**src/rtl/intr_router.sv**
```systemverilog
// +----------------------------------------------------------------------+
// | intr_router: level/edge interrupt router with per-target enable and  |
// | claim registers on a register-interface bus.   Rev 1.0               |
// +----------------------------------------------------------------------+
`default_nettype none

package core_v_mcu_pkg;
  typedef struct packed {
    logic        valid;
    logic        write;
    logic [31:0] addr;
    logic [31:0] wdata;
    logic [3:0]  wstrb;
  } reg_req_t;

  typedef struct packed {
    logic [31:0] rdata;
    logic        error;
    logic        ready;
  } reg_rsp_t;
endpackage

module intr_router #(
  parameter int unsigned NumSrc = 16,
  parameter int unsigned NumTgt = 2,
  parameter type reg_req_t = core_v_mcu_pkg::reg_req_t,
  parameter type reg_rsp_t = core_v_mcu_pkg::reg_rsp_t
) (
  input  logic              clk_i,
  input  logic              rst_ni,
  input  reg_req_t          reg_req_i,
  output reg_rsp_t          reg_rsp_o,
  input  logic [NumSrc-1:0] intr_i,
  output logic [NumTgt-1:0] irq_o
);

  localparam logic [7:0] C_OFF_PENDING = 8'h00;
  localparam logic [7:0] C_OFF_MODE    = 8'h04;
  localparam logic [7:0] C_OFF_SET     = 8'h08;

  logic [NumSrc-1:0] r_intr_q;
  logic [NumSrc-1:0] r_pending;
  logic [NumSrc-1:0] r_mode;
  logic [NumSrc-1:0] r_enable [NumTgt];
  logic [NumTgt-1:0] r_irq;

  logic              w_valid;
  logic [7:0]        w_off;
  logic [31:0]       w_bmask;
  logic [31:0]       w_wdata32;
  logic [NumSrc-1:0] w_bm;
  logic [NumSrc-1:0] w_wd;
  logic              w_hit;
  logic              w_bad;
  logic              w_err;
  logic              w_act;
  logic [31:0]       w_rdata;
  logic              w_pend_sel;
  logic              w_mode_sel;
  logic              w_set_sel;
  logic [NumTgt-1:0] w_en_sel;
  logic [NumTgt-1:0] w_claim_sel;
  logic [5:0]        w_claim_idx [NumTgt];
  logic [NumSrc-1:0] w_claim_oh  [NumTgt];
  logic [NumSrc-1:0] w_cand      [NumTgt];
  logic [NumSrc-1:0] w_set;
  logic [NumSrc-1:0] w_clr;
  logic              w_unused;

  function automatic logic [31:0] ext(input logic [NumSrc-1:0] v);
    logic [31:0] r;
    r = '0;
    r[NumSrc-1:0] = v;
    return r;
  endfunction

  // Accesses are ignored while in reset so a dropped transaction has no side effect.
  assign w_valid = reg_req_i.valid & rst_ni;
  assign w_off   = reg_req_i.addr[7:0];

  always_comb begin
    for (int b = 0; b < 4; b++) begin
      w_bmask[8*b +: 8] = {8{reg_req_i.wstrb[b]}};
    end
  end

  assign w_wdata32 = reg_req_i.wdata & w_bmask;
  assign w_bm      = w_bmask[NumSrc-1:0];
  assign w_wd      = w_wdata32[NumSrc-1:0];

  // Lowest pending-and-enabled source per target; index reported as i+1.
  always_comb begin
    for (int t = 0; t < NumTgt; t++) begin
      w_cand[t]      = r_pending & r_enable[t];
      w_claim_idx[t] = '0;
      w_claim_oh[t]  = '0;
      for (int i = NumSrc - 1; i >= 0; i--) begin
        if (w_cand[t][i]) begin
          w_claim_idx[t]   = 6'(i + 1);
          w_claim_oh[t]    = '0;
          w_claim_oh[t][i] = 1'b1;
        end
      end
    end
  end

  always_comb begin
    w_hit       = 1'b0;
    w_bad       = 1'b0;
    w_rdata     = '0;
    w_pend_sel  = 1'b0;
    w_mode_sel  = 1'b0;
    w_set_sel   = 1'b0;
    w_en_sel    = '0;
    w_claim_sel = '0;
    case (w_off)
      C_OFF_PENDING: begin
        w_hit      = 1'b1;
        w_pend_sel = 1'b1;
        w_rdata    = ext(r_pending);
      end
      C_OFF_MODE: begin
        w_hit      = 1'b1;
        w_mode_sel = 1'b1;
        w_rdata    = ext(r_mode);
      end
      C_OFF_SET: begin
        w_hit     = 1'b1;
        w_set_sel = 1'b1;
        w_bad     = ~reg_req_i.write;
      end
      default: ;
    endcase
    for (int t = 0; t < NumTgt; t++) begin
      if (w_off == 8'(16 + 8 * t)) begin
        w_hit       = 1'b1;
        w_en_sel[t] = 1'b1;
        w_rdata     = ext(r_enable[t]);
      end
      if (w_off == 8'(20 + 8 * t)) begin
        w_hit          = 1'b1;
        w_claim_sel[t] = 1'b1;
        w_bad          = reg_req_i.write;
        w_rdata        = 32'(w_claim_idx[t]);
      end
    end
  end

  assign w_err = w_valid & (~w_hit | w_bad);
  assign w_act = w_valid & ~w_err;

  always_comb begin
    reg_rsp_o       = '0;
    reg_rsp_o.ready = 1'b1;
    reg_rsp_o.error = w_err;
    if (w_act && !reg_req_i.write) begin
      reg_rsp_o.rdata = w_rdata;
    end
  end

  // Set sources are OR-ed in after the clear so set wins on a collision.
  always_comb begin
    w_set = (intr_i & ~r_intr_q & r_mode) | (intr_i & ~r_mode);
    w_clr = '0;
    if (w_act && reg_req_i.write && w_set_sel) begin
      w_set = w_set | w_wd;
    end
    if (w_act && reg_req_i.write && w_pend_sel) begin
      w_clr = w_wd;
    end
    for (int t = 0; t < NumTgt; t++) begin
      if (w_act && !reg_req_i.write && w_claim_sel[t]) begin
        w_clr = w_clr | w_claim_oh[t];
      end
    end
  end

  always_ff @(posedge clk_i or negedge rst_ni) begin
    if (!rst_ni) begin
      r_intr_q  <= '0;
      r_pending <= '0;
      r_mode    <= '0;
      r_irq     <= '0;
      for (int t = 0; t < NumTgt; t++) begin
        r_enable[t] <= '0;
      end
    end else begin
      r_intr_q  <= intr_i;
      r_pending <= (r_pending & ~w_clr) | w_set;
      if (w_act && reg_req_i.write && w_mode_sel) begin
        r_mode <= (r_mode & ~w_bm) | w_wd;
      end
      for (int t = 0; t < NumTgt; t++) begin
        r_irq[t] <= |(r_pending & r_enable[t]);
        if (w_act && reg_req_i.write && w_en_sel[t]) begin
          r_enable[t] <= (r_enable[t] & ~w_bm) | w_wd;
        end
      end
    end
  end

  assign irq_o    = r_irq;
  assign w_unused = ^{reg_req_i.addr[31:8], w_wdata32, w_bmask};

endmodule

`default_nettype wire

```
**config.mk**
```make
export PLATFORM = sky130hd
export DESIGN_NAME = intr_router
export DESIGN_NICKNAME = d
export VERILOG_FILES = /design/src/rtl/intr_router.sv
export SDC_FILE = /design/constraint.sdc
export NUM_CORES = 1
export LEC_CHECK = 0
export BUFFER_PORTS_ARGS = -buffer_cell sky130_fd_sc_hd__buf_2
export CAP_MARGIN = 5
export CORE_ASPECT_RATIO = 2
export CORE_MARGIN = 1.5
export CORE_UTILIZATION = 25
export CTS_CLUSTER_DIAMETER = 30
export DETAILED_ROUTE_END_ITERATION = 7
export PLACE_DENSITY_LB_ADDON = 0.08
export SYNTH_ARGS = -nofsm -noshare
export SYNTH_HDL_FRONTEND = slang
export SYNTH_SLANG_ARGS = --single-unit
```
**constraint.sdc**
```tcl
create_clock -name clk_i -period 2.4 [get_ports clk_i]
set_clock_uncertainty 0.1 [all_clocks]
set_input_delay 0.36 -clock clk_i [delete_from_list [all_inputs] [get_ports clk_i]]
set_output_delay 0.36 -clock clk_i [all_outputs]
set_load 0.1 [all_outputs]
```
# [Word-level counts from Yosys, hierarchy flattened]
# Cells that the tools add are included.
[classes] eq_ne=6 n_mux=89 bitwise_logic=29 reduce_logical=14
[op_table] operator="$mux 16" n=36
[op_table] operator="$mux 6" n=30
[op_table] operator="$and 16x16->16" n=10
[op_table] operator="$mux 32" n=5
[op_table] operator="$or 16x16->16" n=8
[op_table] operator="$not 16->16" n=4
[op_table] operator="$eq 8x5->1 const B" n=4
[op_table] operator="$pmux 16 s2" n=1
[op_table] operator="$reduce_or 16->1" n=2
[op_table] operator="$mux 1" n=15
[op_table] operator="$mux 5" n=2
[op_table] operator="$logic_and 1x1->1" n=9
[op_table] operator="$eq 8x3->1 const B" n=1
[op_table] operator="$eq 8x4->1 const B" n=1
[op_table] operator="$logic_not 8->1" n=1
[op_table] operator="$and 1x1->1" n=3
[op_table] operator="$not 1->1" n=3
[op_table] operator="$reduce_or 3->1" n=1
[op_table] operator="$logic_not 1->1" n=1
[op_table] operator="$or 1x1->1" n=1
[word_totals] regBits=82 output_inout_bits=36 wordCells=144

# [Logic depth before layout (Yosys ltp)]
[depth] ltp_word=24 mapped_depth=8 depth_no_buf=6

# [Worst setup path before layout]
# OpenSTA, ideal clock, no wires.
[synth_path] kind="in2out" from="in reg_req_i[37] (netlist name)" to="out reg_rsp_o[3] (netlist name)" arrival_ps=3745 required_ps=1940 slack_ps=-1805 stages=6 n_path_buf=1 cell_sequence="or4_1 buf_2 nor2_1 a22o_1 a2111oi_0 a211oi_1"
[synth_rtl] item="start, declared" line="31" rtl="input reg_req_t reg_req_i,"
[synth_rtl] item="end, declared" line="32" rtl="output reg_rsp_t reg_rsp_o,"

==> metrics.md <==
| Metric | Value |
|---|---|
| Outcome | finished with violations |
| Failing checks | negative hold slack, negative setup slack |
| Finished layout cell area | just under 8000 µm² |
| FILL cells | ~1,900 |
| Post-synth EDFFs | 0 |
| Static Leakage | 3.33 nW |
| Synth Flop Type | dfrtp_1 |
| Post-Syn Area per Cell | a little under 10 µm² |
| Top cells by area, synth | dfrtp_1, mux2_2, nand2_1 |
| Multiplexer area fraction after synthesis | roughly 12% |
| Sequential-to-total area share from yosys stat | between 40% and 50% |
| # IOs | between 100 and 150 |
| Tmin final | roughly 2.9 ns |
| Die area | approximately 20,000 µm² |
| Core Region | ~19,000 µm² |
| RSZ-0062 raised after global routing | yes |
| Nature of the critical path startpoint | register |
| Number of remaining DRC errors | 0 |
| Power density over cell area | roughly 400 nW/µm² |
| CTS tree | built |
| DR pass1 iterations | 6 |
| Post-synthesis instance total | between 400 and 500 |
| Tightest Pin Transition | about 0.8 ns |
| Crit path from | r_pending[2] |
| Placement Rows | slightly above 70 |
| Dominant cell type by area after synthesis | dfrtp_1 |
| Die height | 197 µm |
| Port-buffer cells | 64 |
| Layout Nets | 777 |
| Max Freq | 0.343 GHz |
| Share of layout cells above drive strength 1 | 54.8% |
| Clk_lat worst skew | between 0.3 and 0.4 ns |
| Worst vdd ir | ~0.34 mV |
| Part of the cycle the worst path needs | 122% |
| Num Clock Sinks | 82 |
| Layer with the highest usage | met2 |
| Setup CP Type | reg2out |
| Diodes inserted | 0 |
| GR Util met2 | between 40% and 50% |
| Synth Area in Compound Gates | 21.6% |
| Vias in the first global route | roughly 5,200 |
| Initial antenna violation count | 0 |
| Num CTS Buffers | 9 |
| DP Worst Slack | -0.267 ns |
| Initial Util | 25.3% |
| Largest family of logic cells by synthesized area | compound AO/OA/AOI/OAI gates |
| GR Util met1 | roughly a fifth |
| Yosys Warn Count | 0 |
| First-pass GRT wire length | around 30,000 µm |
| DP HPWL | ~15,000 µm |
| Rel. slew slack | around 46% |
| Share of the synthesized area in the top cell type | between 40% and 50% |
| HP Class | in2async |
| Vias/cell | between 5 and 6 |
| CTS HTree Levels | 3 |
| Max Fanout on Critical Path | 3 |
| Max Cap Violations | 0 |
| Share of async-settable or async-resettable flops after synthesis | 100% |
| Final GP Congestion | about 0.92 |
| #FFs+latches synth | between 80 and 90 |
| Maximum number of pins on one net before global-route repair | 60 |
| Final Non-Filler Cells | ~910 |
| GRT Resource Usage Total | 20.6% |
| Root Buffer | clkbuf_16 |
| Global route total overflow | 0 |
| Vias | 4,849 |
| Initial DRC Count | approximately 180 |
| CP endpoint kind | output port |
| Wirelength, routed | around 20,000 µm |
| R2R Path Start | r_pending[2] |
| M3 GR Usage | approximately 2.4% |
| Synth cell types | 59 |
| Hold Slack | -0.0626 ns |
| Post-synthesis simple-gate area fraction | 17.8% |
| WP data arrival | approximately 2.5 ns |
| DP Cell Count | just under 900 |
| Setup ws final | -0.517 ns |
| Final setup violation count | 13 |
| Placed Area | between 6000 and 7000 µm² |
| Synth Area in Adders | 0% |
| Total Neg Setup Slack | -2.04 ns |
| Die width | approximately 100 µm |
| Area Overhead vs Synth | 65.7% |
| Critical Path RT | ~1.9 ns |
| Clock transition at the registers of the reported paths | ~0.060 ns |
| Slew Limit Fails | 0 |
| Fin. Hold Viols | 15 |
| Wirelength per Cell | 21.9 µm |
| Post-Synth XOR/XNOR Area | 0% |
| DRT antenna net count | 0 |
| Bufs on Longest Clock Path | 2 |
| Cell Area, Synth | approximately 4700 µm² |
[placed cells by master (no fill, tap or decap), drive strengths merged, types with 3 or more instances in the layout]
| master | netlist | final |
|---|---|---|
| buf | 23 | 215 |
| dfrtp | 82 | 82 |
| nand2 | 82 | 82 |
| mux2 | 48 | 48 |
| a22oi | 34 | 34 |
| a21oi | 22 | 22 |
| o21ai | 18 | 18 |
| conb | 2 | 17 |
| clkbuf | 10 | 15 |
| nor2 | 15 | 15 |
| nand4 | 13 | 13 |
| nor3 | 12 | 12 |
| a221o | 10 | 10 |
| nand3 | 9 | 9 |
| a22o | 8 | 8 |
| and3 | 8 | 8 |
| inv | 7 | 7 |
| a21boi | 7 | 7 |
| o211ai | 6 | 6 |
| nor2b | 4 | 4 |
| a221oi | 4 | 4 |
| a31oi | 4 | 4 |
| a32oi | 4 | 4 |
| nor4 | 3 | 3 |
| mux2i | 3 | 3 |
| clkinvlp | 0 | 3 |
| a2111oi | 3 | 3 |
[worst paths after layout]
check	end	slack, ns	cells after the start
max in group asynchronous	r_pending[13]	1.17	3
hold reg to reg	register	0.45	1
min in group clk_i	r_intr_q[12]	0.03	1
setup / recovery	reg_rsp_o[6]	-0.52	7
hold / removal	r_intr_q[9]	-0.06	2
setup reg to reg	r_pending[10]	-0.03	9
[cell usage after synthesis (3+ instances only)]
| cell type | instances |
|---|---|
| mux2_2 | 48 |
| buf_4 | 18 |
| nand3_1 | 9 |
| a21oi_1 | 22 |
| nand2_1 | 81 |
| nor4_1 | 3 |
| o211ai_1 | 6 |
| nor2_2 | 3 |
| a21boi_0 | 7 |
| o21ai_0 | 18 |
| a32oi_1 | 4 |
| clkbuf_1 | 10 |
| dfrtp_1 | 82 |
| a22o_1 | 8 |
| nor2_1 | 11 |
| nor3_4 | 4 |
| a2111oi_0 | 3 |
| nor3_1 | 7 |
| a31oi_1 | 4 |
| buf_2 | 4 |
| and3_1 | 8 |
| a22oi_1 | 34 |
| a221o_1 | 10 |
| nand4_1 | 13 |
| inv_1 | 7 |
| nor2b_1 | 4 |
| a221oi_1 | 4 |
| mux2i_1 | 3 |
[kinds of logic after synthesis]
group | Yosys count
AO/OA/AOI/OAI | 140
buffers and inverters | 40
flip-flops | 82
multiplexers | 51
other | 2
AND/OR/NAND/NOR | 162
[per-layer routing]
| metal | vias to the layer above | share of wire (%) |
|---|---|---|
| li1 | 2227 | - |
| met1 | 2424 | 34 |
| met2 | 142 | 57 |
| met3 | 56 | 2.7 |
| met4 | 0 | 6.0 |
| met5 | - | 0 |
[final cells by class]
cell class                 count  area [µm²]  area share, %
multi-input combinational    370        3140           40.1
sequential                    82        2050           26.2
timing repair buffer         219        2050           26.1
tap                          219         274           3.50
clock buffer                  12         236           3.02
clock inverter                 4        52.6          0.671
inverter                       7        26.3          0.336
[power by group]
part / internal [mW] / switching [mW] / leakage [nW]
Sequential: 1.40 / 0.00379 / 1.00
Combinational: 0.0996 / 0.248 / 2.19
Clock: 0.807 / 0.574 / 0.129
Total: 2.30 / 0.827 / 3.33
[metrics by stage]
stage	hold slack, ns	total power, mW	util [%]
final	-0.0626	3.13	42.0
after global routing	0.00812	3.24	42.0
after CTS	0.0209	3.16	40.4
after detailed placement	0.285	1.75	35.9
after global placement	0.286	1.75	35.9
after floorplan	-0.0356	1.62	-
[timing repair]
item	CTS	global route
setup buffers	20	12
setup endpoints to repair	22	80
pin swaps	49	33
hold endpoints to repair	23	8
cloned	0	3
hold buffers	1	1
gates resized for setup	81	39
[worst max-delay path, cell delays in order, from the launching register on]
cell and delay, ns:
dfrtp_1 0.41, a222oi_1 0.45, buf_4 0.19, and4_4 0.21, and3_4 0.18, nand4_1 0.17, a31oi_4 0.29, buf_12 0.20
No activity file was read; power rests on OpenSTA's default activity.
